[config.mk]
export PLATFORM = sky130hd
export DESIGN_NAME = column_peak_finder
export DESIGN_NICKNAME = d
export VERILOG_FILES = /design/src/rtl/column_peak_finder_pkg.sv /design/src/rtl/sample_mux.sv /design/src/rtl/column_peak_finder.sv
export SDC_FILE = /design/constraint.sdc
export NUM_CORES = 1
export LEC_CHECK = 0
export ABC_AREA = 1
export ABC_CLOCK_PERIOD_IN_PS = 3300
export CELL_PAD_IN_SITES_DETAIL_PLACEMENT = 0
export CELL_PAD_IN_SITES_GLOBAL_PLACEMENT = 1
export CORE_ASPECT_RATIO = 1.2
export CORE_MARGIN = 4
export CORE_UTILIZATION = 36
export CTS_CLUSTER_SIZE = 10
export DETAILED_ROUTE_END_ITERATION = 16
export PLACE_DENSITY_LB_ADDON = 0.05
export RECOVER_POWER = 50
export SLEW_MARGIN = 20
export SYNTH_ARGS = -nofsm -noshare
export SYNTH_HDL_FRONTEND = slang
export SYNTH_SLANG_ARGS = --single-unit
export TNS_END_PERCENT = 30
[constraint.sdc]
create_clock -name clk -period 3.3 [get_ports clk]
set_input_delay 0.495 -clock clk [delete_from_list [all_inputs] [get_ports clk]]
set_output_delay 0.495 -clock clk [all_outputs]
set_load 0.005 [all_outputs]
[src/rtl/column_peak_finder_pkg.sv]
// Shared constants and state encoding for the column peak finder.
package column_peak_finder_pkg;

  localparam int unsigned N_SAMPLES = 32;
  localparam int unsigned SAMPLE_W  = 5;
  localparam int unsigned IDX_W     = $clog2(N_SAMPLES);
  // Wide enough for N_SAMPLES copies of the largest sample (992 -> 10 bits).
  localparam int unsigned SUM_W     = $clog2(N_SAMPLES * ((1 << SAMPLE_W) - 1) + 1);
  localparam int unsigned SAMPLES_W = N_SAMPLES * SAMPLE_W;

  typedef enum logic [1:0] {
    StIdle,
    StScan,
    StDone
  } state_e;

endpackage

[src/rtl/sample_mux.sv]
// Selects one SAMPLE_W-bit sample out of the packed snapshot vector.
module sample_mux
  import column_peak_finder_pkg::*;
(
  input  logic [SAMPLES_W-1:0] samples,
  input  logic [IDX_W-1:0]     sel,
  output logic [SAMPLE_W-1:0]  sample
);

  assign sample = samples[sel * SAMPLE_W +: SAMPLE_W];

endmodule

[src/rtl/column_peak_finder.sv]
// Scans a snapshot of 32 column samples one per cycle, reporting the peak
// (lowest index on ties), the total sum and a threshold hit.
module column_peak_finder
  import column_peak_finder_pkg::*;
(
  input  logic                 clk,
  input  logic                 rst,
  input  logic                 start,
  input  logic [SAMPLES_W-1:0] samples,
  input  logic [SAMPLE_W-1:0]  threshold,
  output logic                 busy,
  output logic                 done,
  output logic [IDX_W-1:0]     peak_idx,
  output logic [SAMPLE_W-1:0]  peak_val,
  output logic [SUM_W-1:0]     sum,
  output logic                 found
);

  state_e               state_q, state_d;
  logic [IDX_W-1:0]     cnt_q;
  logic [SAMPLES_W-1:0] snap_q;
  logic [SAMPLE_W-1:0]  thr_q;
  logic [SAMPLE_W-1:0]  max_q, max_d;
  logic [IDX_W-1:0]     idx_q, idx_d;
  logic [SUM_W-1:0]     acc_q, acc_d;
  logic [SAMPLE_W-1:0]  cur;
  logic                 first, take, last;

  sample_mux u_sample_mux (
    .samples (snap_q),
    .sel     (cnt_q),
    .sample  (cur)
  );

  always_comb begin
    state_d = state_q;
    unique case (state_q)
      StIdle:  if (start) state_d = StScan;
      StScan:  if (cnt_q == IDX_W'(N_SAMPLES - 1)) state_d = StDone;
      StDone:  state_d = StIdle;
      default: state_d = StIdle;
    endcase
  end

  // Strict compare keeps the earliest index on ties.
  always_comb begin
    first = (cnt_q == '0);
    take  = first || (cur > max_q);
    max_d = take ? cur : max_q;
    idx_d = take ? cnt_q : idx_q;
    acc_d = first ? SUM_W'(cur) : acc_q + SUM_W'(cur);
    last  = (state_q == StScan) && (cnt_q == IDX_W'(N_SAMPLES - 1));
  end

  always_ff @(posedge clk or negedge rst) begin
    if (!rst) begin
      state_q  <= StIdle;
      cnt_q    <= '0;
      snap_q   <= '0;
      thr_q    <= '0;
      max_q    <= '0;
      idx_q    <= '0;
      acc_q    <= '0;
      busy     <= 1'b0;
      done     <= 1'b0;
      peak_idx <= '0;
      peak_val <= '0;
      sum      <= '0;
      found    <= 1'b0;
    end else begin
      state_q <= state_d;
      busy    <= (state_d != StIdle);
      done    <= (state_d == StDone);
      if (state_q == StIdle && start) begin
        snap_q <= samples;
        thr_q  <= threshold;
        cnt_q  <= '0;
      end
      if (state_q == StScan) begin
        cnt_q <= cnt_q + 1'b1;
        max_q <= max_d;
        idx_q <= idx_d;
        acc_q <= acc_d;
      end
      // Results are published only once the final sample has been folded in.
      if (last) begin
        peak_idx <= idx_d;
        peak_val <= max_d;
        sum      <= acc_d;
        found    <= (max_d >= thr_q);
      end
    end
  end

endmodule

==> results.toml, run 1 <==
[pwr]
peakVddDrop_mv = 0.5706
intPower_mw = 10.93
swShare = 0.3954
power_density_mw_per_mm2 = 1223
p_seq_frac = 0.262
power_leakage_nw = 6.688
p_switching_mw = 7.147
clkPwrFrac = 0.140
pwr-share-comb = 0.598

[sta]
fmax_ghz = 0.2892
slew_headroom = -0.5444
setup_ws_ps = -157.6
fin_crit_sh = 1.048
rsz0062_at_grt = "yes"
setup_tns_ps = -157.6
hold_violations = 0
fin_worst_skew_ps = 9.797
period_needed_ps = 3458
fin_hold_ws_ps = 471.1
worst_pin_slew_ps = 2317
finalMaxSlewViolations = 88
final-setup-viol-count = 1

[finish]
syn2layout_area_growth_pct = 42.73
fin_cells = 1782
postLayoutCellArea_mm2 = 0.01478
diodes = 0
nets = 1585
drive_above_1_share = 0.2787
finish.utilization = 0.5247

[logic_synthesis]
ys.flop_type = "dfrtp_1"
synth_area_mm2 = 0.01035
async_reset_ff_frac = 1.000
synth-edff-count = 0
synth_top_area_frac = 0.5196
ys_seq_elements = 215
syn_area_per_cell_um2 = 9.245
seq_area_frac_synth = 0.5196
synth.top_cells.by_area = "dfrtp_1 52%, mux2_2 14%, nand2_1 7.7%, nor2_1 6.2%, nand3_1 4.0%"
synth.distinct_cells = 34
yosysTopAreaCell = "dfrtp_1"
syn-instance-count = 1120
yosysWarnings = 0
syn-num-nets = 1307

[setup_path]
rrSetupSlack_ps = -160
cpPeakStageDelay_ps = 530
reg2reg_from = "cnt_q[0]$_DFFE_PN0P_"
crit_path_cell_trace = "buf_12 -> buf_12 -> buf_8 -> nand2_1 -> nand3_1 -> a21oi_2 -> nor2_2 -> nand2_2 -> and2_4 -> ha_4 -> nand2_4 -> inv_2 -> nand4_1 -> o211ai_1 -> nand2_1 -> nand2_2 -> or2_4 -> nand2_4 -> ha_4 -> o21ai_4 -> a21boi_2 -> o21a_1 -> o21ai_1 -> a21oi_1"
critPathSlowestCell = "dfrtp_4"
startpoint = "cnt_q[0]$_DFFE_PN0P_"
crit_buf_inv = 4
cp-start-kind = "register"
required_ps = 3700
end_kind = "register"
critical_path_class = "reg2reg"
crit_family = "simple AND/OR/NAND/NOR gates"
cp_data_arrival_time_ps = 3860
critPathMaxFanout = 8

[routing]
top_layer_used = "met4"
wl_met2_um = 17090
vias_per_cell = 4.835
route.layer.met1.wl_um = 12670
drt-wirelength-per-cell_um = 17.78
drt-pass1-iter-count = 5
drt-total-wl_um = 31680
dr_wl_met3_um = 1268
drc = 0
drt_iter0_drc = 350
vias = 8616
ant_nets = 0

[job]
maxCapViolations = 1

[cts]
clock-sinks = 215
cts_buffer_depth = 3
htreeDepth = 1
cts-root-buf = "clkbuf_16"
clk_latency_ps = 520
clkSlewWorstSetupHoldPaths_ps = 60
cts_tree = "yes"
cts_buffers = 26

[placed_design]
dp_hpwl_um = 22600
place_area_mm2 = 0.01318
portBuffers = 190
routabilityCongestion = 0.8051
dp_cells = 1709

[floorplanning]
dieArea_mm2 = 0.03155
dieHeight_um = 193.8
die_w_um = 162.8
coreArea_mm2 = 0.02817
rows = 67
pin_count = 191
start_util = 0.3676

[global_routing]
grt-ovfl-total = 0
grt_max_degree = 88
grtUsageTotal = 0.1984
antenna_found_initial = 0
grt_pass1_wl_um = 49790
grt_pass1_vias = 9124

[hold_path]
hold_class = "reg2reg"
hold_start = "sum[1]$_DFFE_PN0P_"

[status]
outcome = "finished, violations left"
violations = "capacitance limit, slew limit, setup timing"
-- state kept, by name, summed over array words and instances, names as in the netlist, 2 cells and up --
name      flops
peak_idx      5
acc_q        10
max_q         5
cnt_q         5
snap_q      160
sum          10
peak_val      5
state_q       2
idx_q         5
thr_q         5
-- repair_timing --
item | CTS | global route
setup endpoints to repair | 9 | 18
gates cloned | 4 | 1
buffers inserted | 37 | 3
gates resized for setup | 102 | 59
pin swaps | 59 | 50
endpoints found under the hold margin | 14 | 0
hold buffers | 1 | 0
-- layout make-up --
type,count,area [um^2]
Fill cell,2731,13390
Sequential cell,215,5385
Multi-Input combinational cell,771,4837
Timing Repair Buffer,310,3075
Clock buffer,31,700.7
Tap cell,379,474.2
Inverter,74,292.8
Clock inverter,2,13.76
-- worst min-delay path: stages, from the launching register on --
cell and delay, ps:
dfrtp_1 340, nand2_1 50, nand2_1 40
-- final timing paths --
check                                          end  cells past startpoint
setup / recovery                 found$_DFFE_PN0P_                     24
hold / removal                  sum[1]$_DFFE_PN0P_                      2
setup reg to reg                 found$_DFFE_PN0P_                     24
hold reg to reg                 sum[1]$_DFFE_PN0P_                      2
max in group asynchronous  snap_q[135]$_DFFE_PN0P_                      3
min in group asynchronous           done$_DFF_PN0_                      2
-- logic make-up after synthesis --
family          share of synthesized area
compound gates                    0.07057
xor+xnor                         0.002538
fa+ha+maj                         0.02368
buf+inv                           0.05655
flops                              0.5196
mux                                0.1381
simple gates                       0.1890
-- layer usage --
layer / vias up / GRT usage
li1: 4228 / -
met1: 4180 / 0.2419
met2: 169 / 0.3678
met3: 39 / 0.02722
met4: 0 / 0.04661
met5: - / 0
-- power by group through the flow --
stage | Combinational [mW] | Sequential [mW] | Clock [mW]
2_1_floorplan | 5.22 | 4.46 | 0
3_3_place_gp | 8.39 | 4.71 | 0
3_5_place_dp | 8.46 | 4.73 | 0
4_1_cts | 10.4 | 4.72 | 2.60
5_1_grt | 12.0 | 4.88 | 2.69
6_report | 10.8 | 4.74 | 2.52
-- cell usage in the layout (no fill, tap or decap), types with 2 or more instances in the layout --
cell type,count
ha_1,10
nor2_1,144
clkbuf_16,28
buf_4,88
o21ai_0,47
o21ai_1,15
nand2_4,4
nand3_2,17
mux2_2,127
a21oi_1,46
buf_12,8
dfrtp_1,213
nand3_1,67
nand2_2,25
clkbuf_1,3
nor2_2,20
o21ai_2,5
o211ai_1,5
nand4_1,4
nor2_4,7
clkinv_1,2
xor2_1,2
buf_8,6
a31oi_1,8
clkbuf_2,3
nand2_1,186
ha_4,8
buf_6,10
a21oi_2,9
and2_4,3
inv_2,8
inv_1,62
buf_16,4
o22ai_1,2
clkdlybuf4s50_1,189
-- through the flow --
stage          setup WS (ps)  power, mW
2_1_floorplan          40.62      9.675
3_3_place_gp          -435.7      13.10
3_5_place_dp          -497.1      13.19
4_1_cts               -164.7      17.70
5_1_grt               -344.1      19.56
6_report              -157.6      18.07
-- cell usage after synthesis, types with 3 or more instances --
library cell  count
dfrtp_1         215
a21oi_1          55
clkbuf_1         14
o211ai_1          5
o21ai_0          58
nor2_1          170
o21ai_1          10
buf_1             9
buf_6             3
buf_4             7
ha_1             18
nand3_1          83
inv_1            71
mux2_2          127
nand2_1         213
nand4_1           4
a31oi_1           8
and2_1            4
buf_2            27
(Power assumes the default switching activity.)
==> run 2, diff against run 1 <==
--- a/config.mk
+++ b/config.mk
@@ -12,7 +12,6 @@
 export CORE_ASPECT_RATIO = 1.2
 export CORE_MARGIN = 4
 export CORE_UTILIZATION = 36
-export CTS_CLUSTER_SIZE = 10
 export DETAILED_ROUTE_END_ITERATION = 16
 export PLACE_DENSITY_LB_ADDON = 0.05
 export RECOVER_POWER = 50
==> results.toml, run 2 (synthesis results as in run 1) <==
[global_routing]
grt_pass1_wl_um = 49960
grt_pass1_vias = 9179
grtUsageTotal = 0.1987
grt-ovfl-total = 0
antenna_found_initial = 0
grt_max_degree = 88

[hold_path]
hold_class = "reg2reg"
min_path_cells = 2

[setup_path]
cp-start-kind = "register"
r2r_cells = 25
required_ps = 3710
crit_family = "simple AND/OR/NAND/NOR gates"
critPathSlowestCell = "dfrtp_4"
end_kind = "register"
critPathMaxFanout = 7
path_common_cell = "nand2_1"
worstSetupPathDepth = 25
cp_data_arrival_time_ps = 3870
cpPeakStageDelay_ps = 530
crit_buf_inv = 5
critical_path_class = "reg2reg"

[sta]
setup_tns_ps = -153.7
period_needed_ps = 3454
hold_violations = 0
fin_crit_sh = 1.047
finalMaxSlewViolations = 88
setup_ws_ps = -153.7
worst_pin_slew_ps = 2354
final-setup-viol-count = 1
fin_worst_skew_ps = 28.02
slew_headroom = -0.5695
rsz0062_at_grt = "yes"
fmax_ghz = 0.2895

[finish]
final.fill_count = 2714
layout_commonest_cell = "dfrtp_1"
diodes = 0
fin_cells = 1793
largest_reg_flops = 160
layout_common_cells = "213 x dfrtp_1, 189 x nand2_1, 189 x clkdlybuf4s50_1"
nets = 1583
regArea_mm2 = 0.005385
drive_above_1_share = 0.2765
multi_input_area_mm2 = 0.004820
largest_register = "snap_q"
syn2layout_area_growth_pct = 43.40
reg_top3 = "snap_q (160), acc_q (10), sum (10)"

[routing]
drt-pass1-iter-count = 5
vias = 8692
drc = 0
drt-wirelength-per-cell_um = 17.77
ant_nets = 0
wl_met2_um = 16990
dr_wl_met3_um = 1219
drt-total-wl_um = 31850
drt_iter0_drc = 431
route.layer.met1.wl_um = 12910
vias_per_cell = 4.848
top_layer_used = "met4"

[cts]
clkSlewWorstSetupHoldPaths_ps = 60
clk_latency_ps = 530
htreeDepth = 1
cts-root-buf = "clkbuf_16"
cts_buffer_depth = 3
cts_buffers = 24
clock-sinks = 215
cts_tree = "yes"

[pwr]
power_density_mw_per_mm2 = 1232
peakVddDrop_mv = 0.6031
clkPwrFrac = 0.151
intPower_mw = 11.13
p_seq_frac = 0.259
p_switching_mw = 7.172
pwr-share-comb = 0.590
swShare = 0.3920
finalPower_mw = 18.30
power_leakage_nw = 6.743

[floorplanning]
start_util = 0.3676
rows = 67
dieHeight_um = 193.8
dieArea_mm2 = 0.03155
coreArea_mm2 = 0.02817
die_w_um = 162.8
pin_count = 191

[job]
maxCapViolations = 1

[placed_design]
dp_hpwl_um = 22600
portBuffers = 190
dp_cells = 1709
routabilityCongestion = 0.8051
pre_cts_slack_ps = -497.1

[status]
outcome = "finished, violations left"
violations = "capacitance limit, slew limit, setup timing"
-- run 2: final timing paths --
check / slack (ps) / to / from
setup reg to reg: -150 / found$_DFFE_PN0P_ / cnt_q[0]$_DFFE_PN0P_
min in group asynchronous: 1170 / peak_val[3]$_DFFE_PN0P_ / rst
setup / recovery: -150 / found$_DFFE_PN0P_ / cnt_q[0]$_DFFE_PN0P_
hold / removal: 480 / peak_val[4]$_DFFE_PN0P_ / peak_val[4]$_DFFE_PN0P_
max in group asynchronous: 350 / cnt_q[0]$_DFFE_PN0P_ / rst
hold reg to reg: 480 / peak_val[4]$_DFFE_PN0P_ / peak_val[4]$_DFFE_PN0P_
-- run 2: timing repair --
action,in CTS,in global routing
endpoints found under the setup margin,9,16
hold endpoints to repair,18,0
pin swaps,61,38
gates resized for setup,106,46
gates cloned,4,1
hold buffers,1,0
buffers inserted,37,2
-- run 2: per-layer routing --
layer,vias up,track usage
met2,179,0.3657
met5,-,0
met1,4231,0.2435
li1,4236,-
met3,46,0.02615
met4,0,0.05096
-- run 2: area by class of cell --
class	count	share of cell area
Tap cell	379	0.03193
Multi-Input combinational cell	771	0.3246
Clock inverter	10	0.008679
Sequential cell	215	0.3627
Clock buffer	34	0.04575
Timing Repair Buffer	310	0.2069
Inverter	74	0.01955
-- run 2: per-stage QoR --
step	util	hold slack [ps]	area, um^2
final	0.5272	481.7	14850
after global routing	0.5272	510.8	14850
after CTS	0.5231	483.9	14730
after detailed placement	0.4679	466.7	13180
after global placement	0.4679	462.2	13180
after floorplan	-	199.4	10350
-- run 2: power groups by stage --
stage               clock network (mW)  registers [mW]  logic [mW]
floorplan                            0            4.46        5.22
global placement                     0            4.71        8.39
CTS                               2.84            4.72        10.4
detailed placement                   0            4.73        8.46
global route                      2.95            4.87        12.0
finish                            2.77            4.74        10.8
-- run 2: worst register-to-register path, delay by kind of cell, from the launching register on --
family	cells	cell delay [ps]
flops	1	530
buf+inv	5	560
compound gates	5	590
fa+ha+maj	2	480
simple gates	13	1200
==> run 3, diff against run 2 <==
--- a/config.mk
+++ b/config.mk
@@ -11,12 +11,13 @@
 export CELL_PAD_IN_SITES_GLOBAL_PLACEMENT = 1
 export CORE_ASPECT_RATIO = 1.2
 export CORE_MARGIN = 4
-export CORE_UTILIZATION = 36
+export CORE_UTILIZATION = 37
 export DETAILED_ROUTE_END_ITERATION = 16
 export PLACE_DENSITY_LB_ADDON = 0.05
 export RECOVER_POWER = 50
 export SLEW_MARGIN = 20
 export SYNTH_ARGS = -nofsm -noshare
 export SYNTH_HDL_FRONTEND = slang
+export SYNTH_HIERARCHICAL = 1
 export SYNTH_SLANG_ARGS = --single-unit
 export TNS_END_PERCENT = 30
==> results.toml, run 3 <==
[status]
outcome = "finished, violations left"
violations = "capacitance limit, slew limit"

[routing]
vias_per_cell = 4.866
drt_iter0_drc = 470
ant_nets = 0
drt-pass1-iter-count = 6
vias = 8341
drt-wirelength-per-cell_um = 17.91
drt-total-wl_um = 30700
drc = 0

[floorplanning]
rows = 67
start_util = 0.3776
dieArea_mm2 = 0.03145
coreArea_mm2 = 0.02808
die_w_um = 162.6
pin_count = 191
dieHeight_um = 193.5

[job]
maxCapViolations = 2

[cts]
cts_buffers = 25
cts_tree = "yes"
clock-sinks = 215
cts_buffer_depth = 3
cts-root-buf = "clkbuf_16"
clkSlewWorstSetupHoldPaths_ps = 60
clk_latency_ps = 520
htreeDepth = 1

[pwr]
finalPower_mw = 17.49
power_leakage_nw = 6.720
peakVddDrop_mv = 0.5509
power_density_mw_per_mm2 = 1198

[logic_synthesis]
yosysWarnings = 6
synth_top_area_frac = 0.5073
synth.distinct_cells = 31
seq_area_frac_synth = 0.5073
syn-instance-count = 1095
syn-num-nets = 1282
synth_most_common_cell = "nand2_1"
synth_area_mm2 = 0.01061
yosys-top-cells-count = "364 x nand2_1, 215 x dfrtp_1, 160 x nand3_1, 92 x mux2_2, 69 x mux2_1"
yosysTopAreaCell = "dfrtp_1"
syn_area_per_cell_um2 = 9.685
async_reset_ff_frac = 1.000
synth-edff-count = 0
synth.top_cells.by_area = "dfrtp_1 51%, nand2_1 13%, mux2_2 9.8%, nand3_1 7.6%, mux2_1 7.3%"
ys.flop_type = "dfrtp_1"
ys_seq_elements = 215

[finish]
layout_commonest_cell = "nand2_1"
diodes = 0
largest_reg_flops = 160
finish.utilization = 0.5197
drive_above_1_share = 0.2165
syn2layout_area_growth_pct = 37.61
largest_register = "snap_q"
layout_common_cells = "333 x nand2_1, 213 x dfrtp_1, 189 x clkdlybuf4s50_1"
nets = 1507
final.fill_count = 2648
reg_top3 = "snap_q (160), acc_q (10), sum (10)"
fin_cells = 1714

[hold_path]
hold_class = "reg2reg"

[global_routing]
antenna_found_initial = 0
met3_usage = 0.02448
grt_pass1_wl_um = 48510
grt.busiest_layer = "met2"
grt_pass1_vias = 8756
grt_max_degree = 75
use_met1 = 0.2406
grtUsageTotal = 0.1931
grt-ovfl-total = 0
use_met2 = 0.3555

[sta]
final-setup-viol-count = 0
fin_crit_sh = 0.9987
finalMaxSlewViolations = 144
slew_headroom = -0.3583
worst_pin_slew_ps = 2037
hold_violations = 0
fmax_ghz = 0.3034
setup_tns_ps = 0
period_needed_ps = 3296
rsz0062_at_grt = "yes"
fin_worst_skew_ps = 14.33

[setup_path]
end_kind = "register"
cp-start-kind = "register"
cp_data_arrival_time_ps = 3690
critical_path_class = "reg2reg"
required_ps = 3690
critPathMaxFanout = 16

[placed_design]
portBuffers = 190
dp_cells = 1656
routabilityCongestion = 0.8260
dp_hpwl_um = 21900
run 3: stage by stage:
| step | cell area, um^2 | setup WS, ps | hold slack (ps) |
|---|---|---|---|
| after floorplan | 10610 | 196.7 | 199.4 |
| after global routing | 14590 | -168.4 | 499.3 |
| after detailed placement | 13140 | -314.7 | 464.5 |
| after CTS | 14350 | -60.59 | 480.2 |
| after global placement | 13140 | -196.9 | 461.5 |
| final | 14590 | 4.371 | 474.2 |
run 3: path summary, 6_finish.rpt:
| kind | startpoint | endpoint | slack, ps | depth (start not counted) |
|---|---|---|---|---|
| max | cnt_q[0]$_DFFE_PN0P_ | found$_DFFE_PN0P_ | 4 | 24 |
| min | peak_idx[4]$_DFFE_PN0P_ | peak_idx[4]$_DFFE_PN0P_ | 470 | 2 |
| max reg2reg | cnt_q[0]$_DFFE_PN0P_ | found$_DFFE_PN0P_ | 4 | 24 |
| min reg2reg | peak_idx[4]$_DFFE_PN0P_ | peak_idx[4]$_DFFE_PN0P_ | 470 | 2 |
| max in group asynchronous | rst | snap_q[104]$_DFFE_PN0P_ | 620 | 3 |
| min in group asynchronous | rst | sum[6]$_DFFE_PN0P_ | 1100 | 2 |
run 3: cells by family (layout without fill, tap and decap cells):
family / after synthesis / in the layout / synth area share
compound gates: 33 / 33 / 0.01616
mux: 161 / 161 / 0.1710
buf+inv: 103 / 343 / 0.05651
simple gates: 562 / 562 / 0.2243
flops: 215 / 215 / 0.5073
fa+ha+maj: 19 / 19 / 0.02312
xor+xnor: 2 / 2 / 0.001652
run 3: what timing repair did:
| action | CTS | global route |
|---|---|---|
| setup buffers | 10 | 3 |
| resized for setup | 58 | 50 |
| hold buffers | 1 | 0 |
| endpoints found under the setup margin | 1 | 7 |
| gates cloned | 2 | 1 |
| endpoints found under the hold margin | 71 | 0 |
| pin swaps | 31 | 40 |
run 3: worst max-delay path, cell delays in order (launching register included):
cell	delay, ps
dfrtp_4	540
buf_12	150
buf_12	140
nand2_1	50
nand3_1	100
nand3_2	100
nand2_1	70
nand2_1	50
nand2_1	70
nand2_1	80
nand2_2	90
ha_4	290
nand2_4	50
nor2_4	120
nand2_2	70
nand3_4	90
nand2_8	90
buf_4	150
nand3_1	100
nand2_2	80
ha_1	270
nand2_1	70
nor3b_1	50
o31ai_1	220
nand2_1	70
run 3: layout make-up:
cell class                      count  area, um^2  share of cell area
Timing Repair Buffer              259        2699              0.1849
Clock inverter                      7       113.9            0.007802
Multi-Input combinational cell    777        5069              0.3473
Sequential cell                   215        5385              0.3690
Clock buffer                       35       683.2             0.04681
Tap cell                          379       474.2             0.03249
Inverter                           42       170.2             0.01166
run 3: layer usage:
metal | routed length [um] | vias up | share of wire
met1 | 12790 | 4056 | 0.42
li1 | - | 4081 | -
met4 | 611 | 0 | 0.020
met5 | 0 | - | 0
met3 | 1064 | 43 | 0.035
met2 | 16230 | 161 | 0.53
run 3: power breakdown:
| group | switching [mW] | leakage, nW | internal, mW |
|---|---|---|---|
| Clock | 1.09 | 0.390 | 1.67 |
| Combinational | 5.19 | 3.74 | 4.77 |
| Sequential | 0.782 | 2.59 | 3.98 |
